[src/rtl/cordic_pkg.sv]
// cordic_pkg: widths, Q1.20 constants and the accumulator state type shared by
// the CORDIC cosine unit and its downstream accumulator.
package cordic_pkg;

   localparam int COS_W = 21;
   localparam int ACC_W = 32;
   localparam int CNT_W = 16;

   localparam logic [COS_W-1:0] ONE = 21'h100000;

   typedef enum logic [1:0] {
      ACC,
      DRAIN,
      PRESENT
   } acc_state_t;

endpackage

[src/rtl/cordic_accumulator_if.sv]
// cordic_accumulator_if: sample stream in, snapshot handshake out.
// The master side is the producer/host, the slave side is the accumulator.
interface cordic_accumulator_if #(
   parameter int DATA_W = cordic_pkg::COS_W,
   parameter int ACC_W  = cordic_pkg::ACC_W,
   parameter int CNT_W  = cordic_pkg::CNT_W
);

   logic              in_valid;
   logic [DATA_W-1:0] in_data;
   logic              in_ready;
   logic              sum_req;
   logic              sum_valid;
   logic              sum_ack;
   logic [ACC_W-1:0]  sum_data;
   logic [CNT_W-1:0]  sum_count;
   logic              overflow;

   modport master (
      output in_valid, in_data, sum_req, sum_ack,
      input  in_ready, sum_valid, sum_data, sum_count, overflow
   );

   modport slave (
      input  in_valid, in_data, sum_req, sum_ack,
      output in_ready, sum_valid, sum_data, sum_count, overflow
   );

endinterface

[src/rtl/cordic_accumulator_sat_add.sv]
// sat_add: unsigned W-bit adder that clamps to all ones on carry out and
// flags the clamp, so callers can keep a sticky overflow bit.
module sat_add #(
   parameter int W = 32
) (
   input  logic [W-1:0] a,
   input  logic [W-1:0] b,
   output logic [W-1:0] sum,
   output logic         ovf
);

   logic [W:0] raw;

   // Widen by one bit so the carry out directly signals saturation.
   always_comb begin
      raw = {1'b0, a} + {1'b0, b};
      ovf = raw[W];
      sum = raw[W] ? '1 : raw[W-1:0];
   end

endmodule

[src/rtl/cordic_accumulator.sv]
// cordic_accumulator: sums a stream of Q1.20 cosine samples into a saturating
// Q12.20 total with a sample count, and hands both to the host on request
// with read-and-clear semantics.
module cordic_accumulator
   import cordic_pkg::*;
#(
   parameter int DATA_W = cordic_pkg::COS_W,
   parameter int ACC_W  = cordic_pkg::ACC_W,
   parameter int CNT_W  = cordic_pkg::CNT_W
) (
   input  logic                clock,
   input  logic                aclr_n,
   input  logic                clk_en,
   input  logic                clear,
   cordic_accumulator_if.slave bus
);

   acc_state_t        state;
   acc_state_t        state_next;
   logic              pipe_valid;
   logic [DATA_W-1:0] pipe_data;
   logic [ACC_W-1:0]  acc;
   logic [ACC_W-1:0]  acc_sum;
   logic [CNT_W-1:0]  count;
   logic [CNT_W-1:0]  count_sum;
   logic              acc_ovf;
   logic              cnt_ovf;
   logic              overflow;
   logic              accept;
   logic              ack_take;
   logic              in_ready_c;
   logic              sum_valid_c;
   logic [ACC_W-1:0]  sum_data_c;
   logic [CNT_W-1:0]  sum_count_c;

   sat_add #(.W(ACC_W)) u_sum_add (
      .a   (acc),
      .b   ({{(ACC_W-DATA_W){1'b0}}, pipe_data}),
      .sum (acc_sum),
      .ovf (acc_ovf)
   );

   sat_add #(.W(CNT_W)) u_cnt_add (
      .a   (count),
      .b   (CNT_W'(1)),
      .sum (count_sum),
      .ovf (cnt_ovf)
   );

   // State register; clk_en low freezes the FSM and therefore every output.
   always_ff @(posedge clock or negedge aclr_n) begin
      if (!aclr_n) begin
         state <= ACC;
      end else if (clk_en) begin
         state <= state_next;
      end
   end

   // Next-state and output decode; clear overrides any transition back to ACC.
   always_comb begin
      state_next  = state;
      in_ready_c  = 1'b0;
      accept      = 1'b0;
      ack_take    = 1'b0;
      sum_valid_c = 1'b0;
      sum_data_c  = '0;
      sum_count_c = '0;
      case (state)
         ACC: begin
            in_ready_c = clk_en;
            accept     = bus.in_valid & clk_en & ~clear;
            if (bus.sum_req) begin
               state_next = DRAIN;
            end
         end
         DRAIN: begin
            state_next = PRESENT;
         end
         PRESENT: begin
            sum_valid_c = 1'b1;
            sum_data_c  = acc;
            sum_count_c = count;
            if (bus.sum_ack) begin
               ack_take   = 1'b1;
               state_next = ACC;
            end
         end
         default: begin
            state_next = ACC;
         end
      endcase
      if (clear) begin
         state_next = ACC;
      end
   end

   // Two-stage datapath: register the accepted sample, then fold it into the
   // saturating sum and count one edge later; clear and ack empty everything.
   always_ff @(posedge clock or negedge aclr_n) begin
      if (!aclr_n) begin
         acc        <= '0;
         count      <= '0;
         overflow   <= 1'b0;
         pipe_valid <= 1'b0;
         pipe_data  <= '0;
      end else if (clk_en) begin
         if (clear || ack_take) begin
            acc        <= '0;
            count      <= '0;
            overflow   <= 1'b0;
            pipe_valid <= 1'b0;
         end else begin
            pipe_valid <= accept;
            if (accept) begin
               pipe_data <= bus.in_data;
            end
            if (pipe_valid) begin
               acc   <= acc_sum;
               count <= count_sum;
               if (acc_ovf || cnt_ovf) begin
                  overflow <= 1'b1;
               end
            end
         end
      end
   end

   assign bus.in_ready  = in_ready_c;
   assign bus.sum_valid = sum_valid_c;
   assign bus.sum_data  = sum_data_c;
   assign bus.sum_count = sum_count_c;
   assign bus.overflow  = overflow;

endmodule

[src/flat_wrapper.sv]
// flat-port wrapper written by rule: the top's interface ports become plain ports
module cordic_accumulator_flat import cordic_pkg::*;
#(
   parameter int DATA_W = cordic_pkg::COS_W,
   parameter int ACC_W  = cordic_pkg::ACC_W,
   parameter int CNT_W  = cordic_pkg::CNT_W
)
  (clock, aclr_n, clk_en, clear, bus_in_valid, bus_in_data, bus_sum_req, bus_sum_ack, bus_in_ready, bus_sum_valid, bus_sum_data, bus_sum_count, bus_overflow);
  cordic_accumulator_if #(.DATA_W(DATA_W), .ACC_W(ACC_W), .CNT_W(CNT_W)) bus_i ();
  input  logic clock;
  input  logic aclr_n;
  input  logic clk_en;
  input  logic clear;
  input wire logic [$bits(bus_i.in_valid)-1:0] bus_in_valid;
  input wire logic [$bits(bus_i.in_data)-1:0] bus_in_data;
  input wire logic [$bits(bus_i.sum_req)-1:0] bus_sum_req;
  input wire logic [$bits(bus_i.sum_ack)-1:0] bus_sum_ack;
  output wire logic [$bits(bus_i.in_ready)-1:0] bus_in_ready;
  output wire logic [$bits(bus_i.sum_valid)-1:0] bus_sum_valid;
  output wire logic [$bits(bus_i.sum_data)-1:0] bus_sum_data;
  output wire logic [$bits(bus_i.sum_count)-1:0] bus_sum_count;
  output wire logic [$bits(bus_i.overflow)-1:0] bus_overflow;
  assign bus_i.in_valid = bus_in_valid;
  assign bus_i.in_data = bus_in_data;
  assign bus_i.sum_req = bus_sum_req;
  assign bus_i.sum_ack = bus_sum_ack;
  assign bus_in_ready = bus_i.in_ready;
  assign bus_sum_valid = bus_i.sum_valid;
  assign bus_sum_data = bus_i.sum_data;
  assign bus_sum_count = bus_i.sum_count;
  assign bus_overflow = bus_i.overflow;
  cordic_accumulator #(.DATA_W(DATA_W), .ACC_W(ACC_W), .CNT_W(CNT_W)) u_core (.clock(clock), .aclr_n(aclr_n), .clk_en(clk_en), .clear(clear), .bus(bus_i));
endmodule
[config.mk]
export PLATFORM = sky130hd
export DESIGN_NAME = cordic_accumulator_flat
export DESIGN_NICKNAME = d
export VERILOG_FILES = /design/src/rtl/cordic_pkg.sv /design/src/rtl/cordic_accumulator_if.sv /design/src/rtl/cordic_accumulator_sat_add.sv /design/src/rtl/cordic_accumulator.sv /design/src/flat_wrapper.sv
export SDC_FILE = /design/constraint.sdc
export NUM_CORES = 1
export LEC_CHECK = 0
export ABC_CLOCK_PERIOD_IN_PS = 3400
export CORE_MARGIN = 1.5
export CORE_UTILIZATION = 49
export CTS_CLUSTER_DIAMETER = 60
export DETAILED_ROUTE_END_ITERATION = 8
export PLACE_DENSITY = 0.76
export SETUP_SLACK_MARGIN = 0.5
export SLEW_MARGIN = 15
export SYNTH_ARGS = -nofsm -noshare
export SYNTH_HDL_FRONTEND = slang
export SYNTH_SLANG_ARGS = --single-unit
[constraint.sdc]
create_clock -name clock -period 3.4 [get_ports clock]
set_input_delay 0.34 -clock clock [delete_from_list [all_inputs] [get_ports clock]]
set_output_delay 0.34 -clock clock [all_outputs]
set_load 0.03 [all_outputs]
==> impl_metrics.ini <==
[outcome]
status = finished, violations left
violations = negative hold slack

[layout]
antennaDiodeCount = 0
drive_gt1_frac = 0.112
syn2layout_area_growth_pct = 24.8
fin_nets = 663
final_area_um2 = 5950

[synthesis]
syn-num-nets = 592
synthMuxAreaShare = 0.0496
synth-async-reset-ratio = 1.00
syn_area_per_cell_um2 = 8.81
synthAdderAreaFrac = 0.0620
synth_compound_area_frac = 0.223
syn_inst = 541
synth_edf_count = 0
syn-cell-area_um2 = 4760
synthTopCellsByArea = dfrtp_1 (38%), and3_1 (6.6%), ha_1 (5.8%)
synth_seq_cells = 73
synth_common_cells = dfrtp_1 (73), nand2_1 (69), and3_1 (50)
synth_top_area_share = 0.383
yosysSeqAreaShare = 0.383
yosys_most_used_dff = dfrtp_1
yosysTopAreaCell = dfrtp_1
synth_xor_area_frac = 0.0313
synth_top_family_by_area = compound AO/OA/AOI/OAI gates
synthDistinctLibCells = 55
yosys.area_share.simple = 0.207
synth_warnings = 0
synth.most_common_cell = dfrtp_1

[global_routing]
grt_max_degree = 74
antenna_found_initial = 0
grt.total_usage = 0.247
gr-total-overflow = 0
grt_pass1_wl_mm = 20.3
grt_pass1_vias = 4252

[clock_network]
cts.clk_slew.worst_paths_ns = 0.08
numCtsBuffers = 9
cts_hold_buf = 0
htreeDepth = 3
worstSkewPairLatency_ns = 0.36
cts_tree = done
clockBufferDepth = 2
cts-root-buf = clkbuf_8
clock-sinks = 73

[setup_path]
reg2reg_depth = 11
crit_fanout = 20
critPathLaunchType = flip-flop
critPathArrivalTime_ns = 3.06
crit_required_ns = 3.65
critical_path_class = flip-flop to flip-flop
cp-end-kind = flip-flop

[place]
dp.final_hpwl_mm = 8.36
place_congestion = 0.892
placed_area_um2 = 5670
port_buffers = 78

[timing]
timing.fmax_ghz = 0.356
drv_slew = 0
post-route-min-period_ns = 2.81
hold_viol = 10
rsz0062_at_grt = yes
clock_skew_ns = 0.00823
worst_pin_slew_ns = 0.593
fin_crit_sh = 0.826
setup_viol = 0
tns_ns = 0
slew_headroom = 0.600
whs_ns = -0.00471

[floorplanning]
die_w_um = 102
io_pins = 79
start_util = 0.511
die-height_um = 102
rows = 35
dieArea_um2 = 10300
core-area_um2 = 9330

[drt]
ant_nets = 0
drc = 0
drtPass1Iterations = 5
wire_per_inst_um = 16.5
vias = 4425
drt_iter0_drc = 231
vias_per_cell = 5.93
routed_wl_mm = 12.3

[power_and_ir_drop]
p_leak_nw = 2.82
powerDensity_nw_per_um2 = 460
ir_drop_v = 0.000295

[min_path]
hold_path_class = input pin to async pin

[run]
maxCapViolCount = 0
==> stage by stage <==
stage,utilization,setup slack (ns),power (mW),instances
4_1_cts,0.635,0.585,2.73,744
3_3_place_gp,0.608,0.422,1.90,727
2_1_floorplan,-,0.593,1.70,541
3_5_place_dp,0.608,0.359,1.93,727
6_report,0.637,0.591,2.73,746
5_1_grt,0.637,0.457,2.89,746
==> layout make-up <==
type | instances | area (um2)
clock inverters | 5 | 77.6
well taps | 129 | 161
multi-input cells | 420 | 2760
clock buffers | 11 | 151
flip-flops and latches | 73 | 1830
fillers | 800 | 3380
inverters | 15 | 56.3
repair buffers | 93 | 913
==> where the power goes <==
| part | leakage (nW) | switching (mW) | internal [mW] |
|---|---|---|---|
| combinational | 1.74 | 0.488 | 0.382 |
| clock | 0.115 | 0.347 | 0.451 |
| sequential | 0.970 | 0.0870 | 0.979 |
| total | 2.82 | 0.922 | 1.81 |
==> worst max-delay path, stage by stage (launching register included) <==
cell and delay, ns:
dfrtp_1 0.39, ha_2 0.21, fa_2 0.39, a211oi_2 0.25, o21ai_2 0.12, o211ai_1 0.22
a21oi_2 0.13, a311o_1 0.31, nor3b_4 0.19, buf_12 0.16, a21o_1 0.15, a22o_1 0.18
==> worst paths after layout <==
check,from,endpoint,slack [ns]
worst max-delay path,u_core.acc[0]$_DFFE_PN0P_,u_core.acc[18]$_DFFE_PN0P_,0.59
worst min-delay path,aclr_n,u_core.pipe_data[13]$_DFFE_PN0P_,-0.005
worst max register to register,u_core.acc[0]$_DFFE_PN0P_,u_core.acc[18]$_DFFE_PN0P_,0.59
worst min register to register,u_core.acc[14]$_DFFE_PN0P_,u_core.acc[14]$_DFFE_PN0P_,0.50
max in group asynchronous,aclr_n,u_core.count[5]$_DFFE_PN0P_,3.08
min in group clock,u_core.acc[14]$_DFFE_PN0P_,u_core.acc[14]$_DFFE_PN0P_,0.50
==> kinds of logic (layout without fill, tap and decap cells) <==
| logic type | Yosys count | in the layout |
|---|---|---|
| flip-flops | 73 | 73 |
| multiplexers | 21 | 21 |
| adder cells (fa/ha/maj) | 23 | 23 |
| XOR/XNOR | 17 | 17 |
| buffers and inverters | 48 | 124 |
| AO/OA/AOI/OAI | 168 | 168 |
| AND/OR/NAND/NOR | 191 | 191 |
==> per-layer routing <==
| layer | vias up | GRT usage | routed length [um] |
|---|---|---|---|
| met5 | - | 0 | 0 |
| met4 | 0 | 0.0662 | 203 |
| met3 | 21 | 0.0483 | 679 |
| met2 | 147 | 0.407 | 5900 |
| met1 | 2137 | 0.334 | 5510 |
| li1 | 2120 | - | - |
==> registers in the layout, indices dropped and copies added, names as in the netlist <==
name,flops
u_core.acc,32
u_core.bus.overflow,1
u_core.count,16
u_core.pipe_data,21
u_core.pipe_valid,1
u_core.state,2
==> what timing repair did <==
action	in CTS	in global routing
setup endpoints to repair	23	9
setup buffers	1	2
gates resized for setup	4	3
pin swaps	5	3
==> layout by cell type, fill, tap and decap left out, types with 3 or more instances in the layout <==
cell,instances
a31oi_1,10
dfrtp_1,73
nand2b_1,3
clkdlybuf4s50_1,77
mux2_2,21
clkbuf_8,11
buf_4,13
and2_1,3
inv_1,15
o21ai_1,19
a21oi_1,38
nor3_1,9
nand3_1,17
nand3b_1,3
nand2_1,69
ha_1,21
o21bai_1,3
xnor2_1,9
o211ai_1,10
nor2_1,19
o21ai_0,33
a21o_1,18
a41oi_1,3
xor2_1,8
o311ai_0,3
a22o_1,8
and3_1,50
No activity file was read; power rests on OpenSTA's default activity.
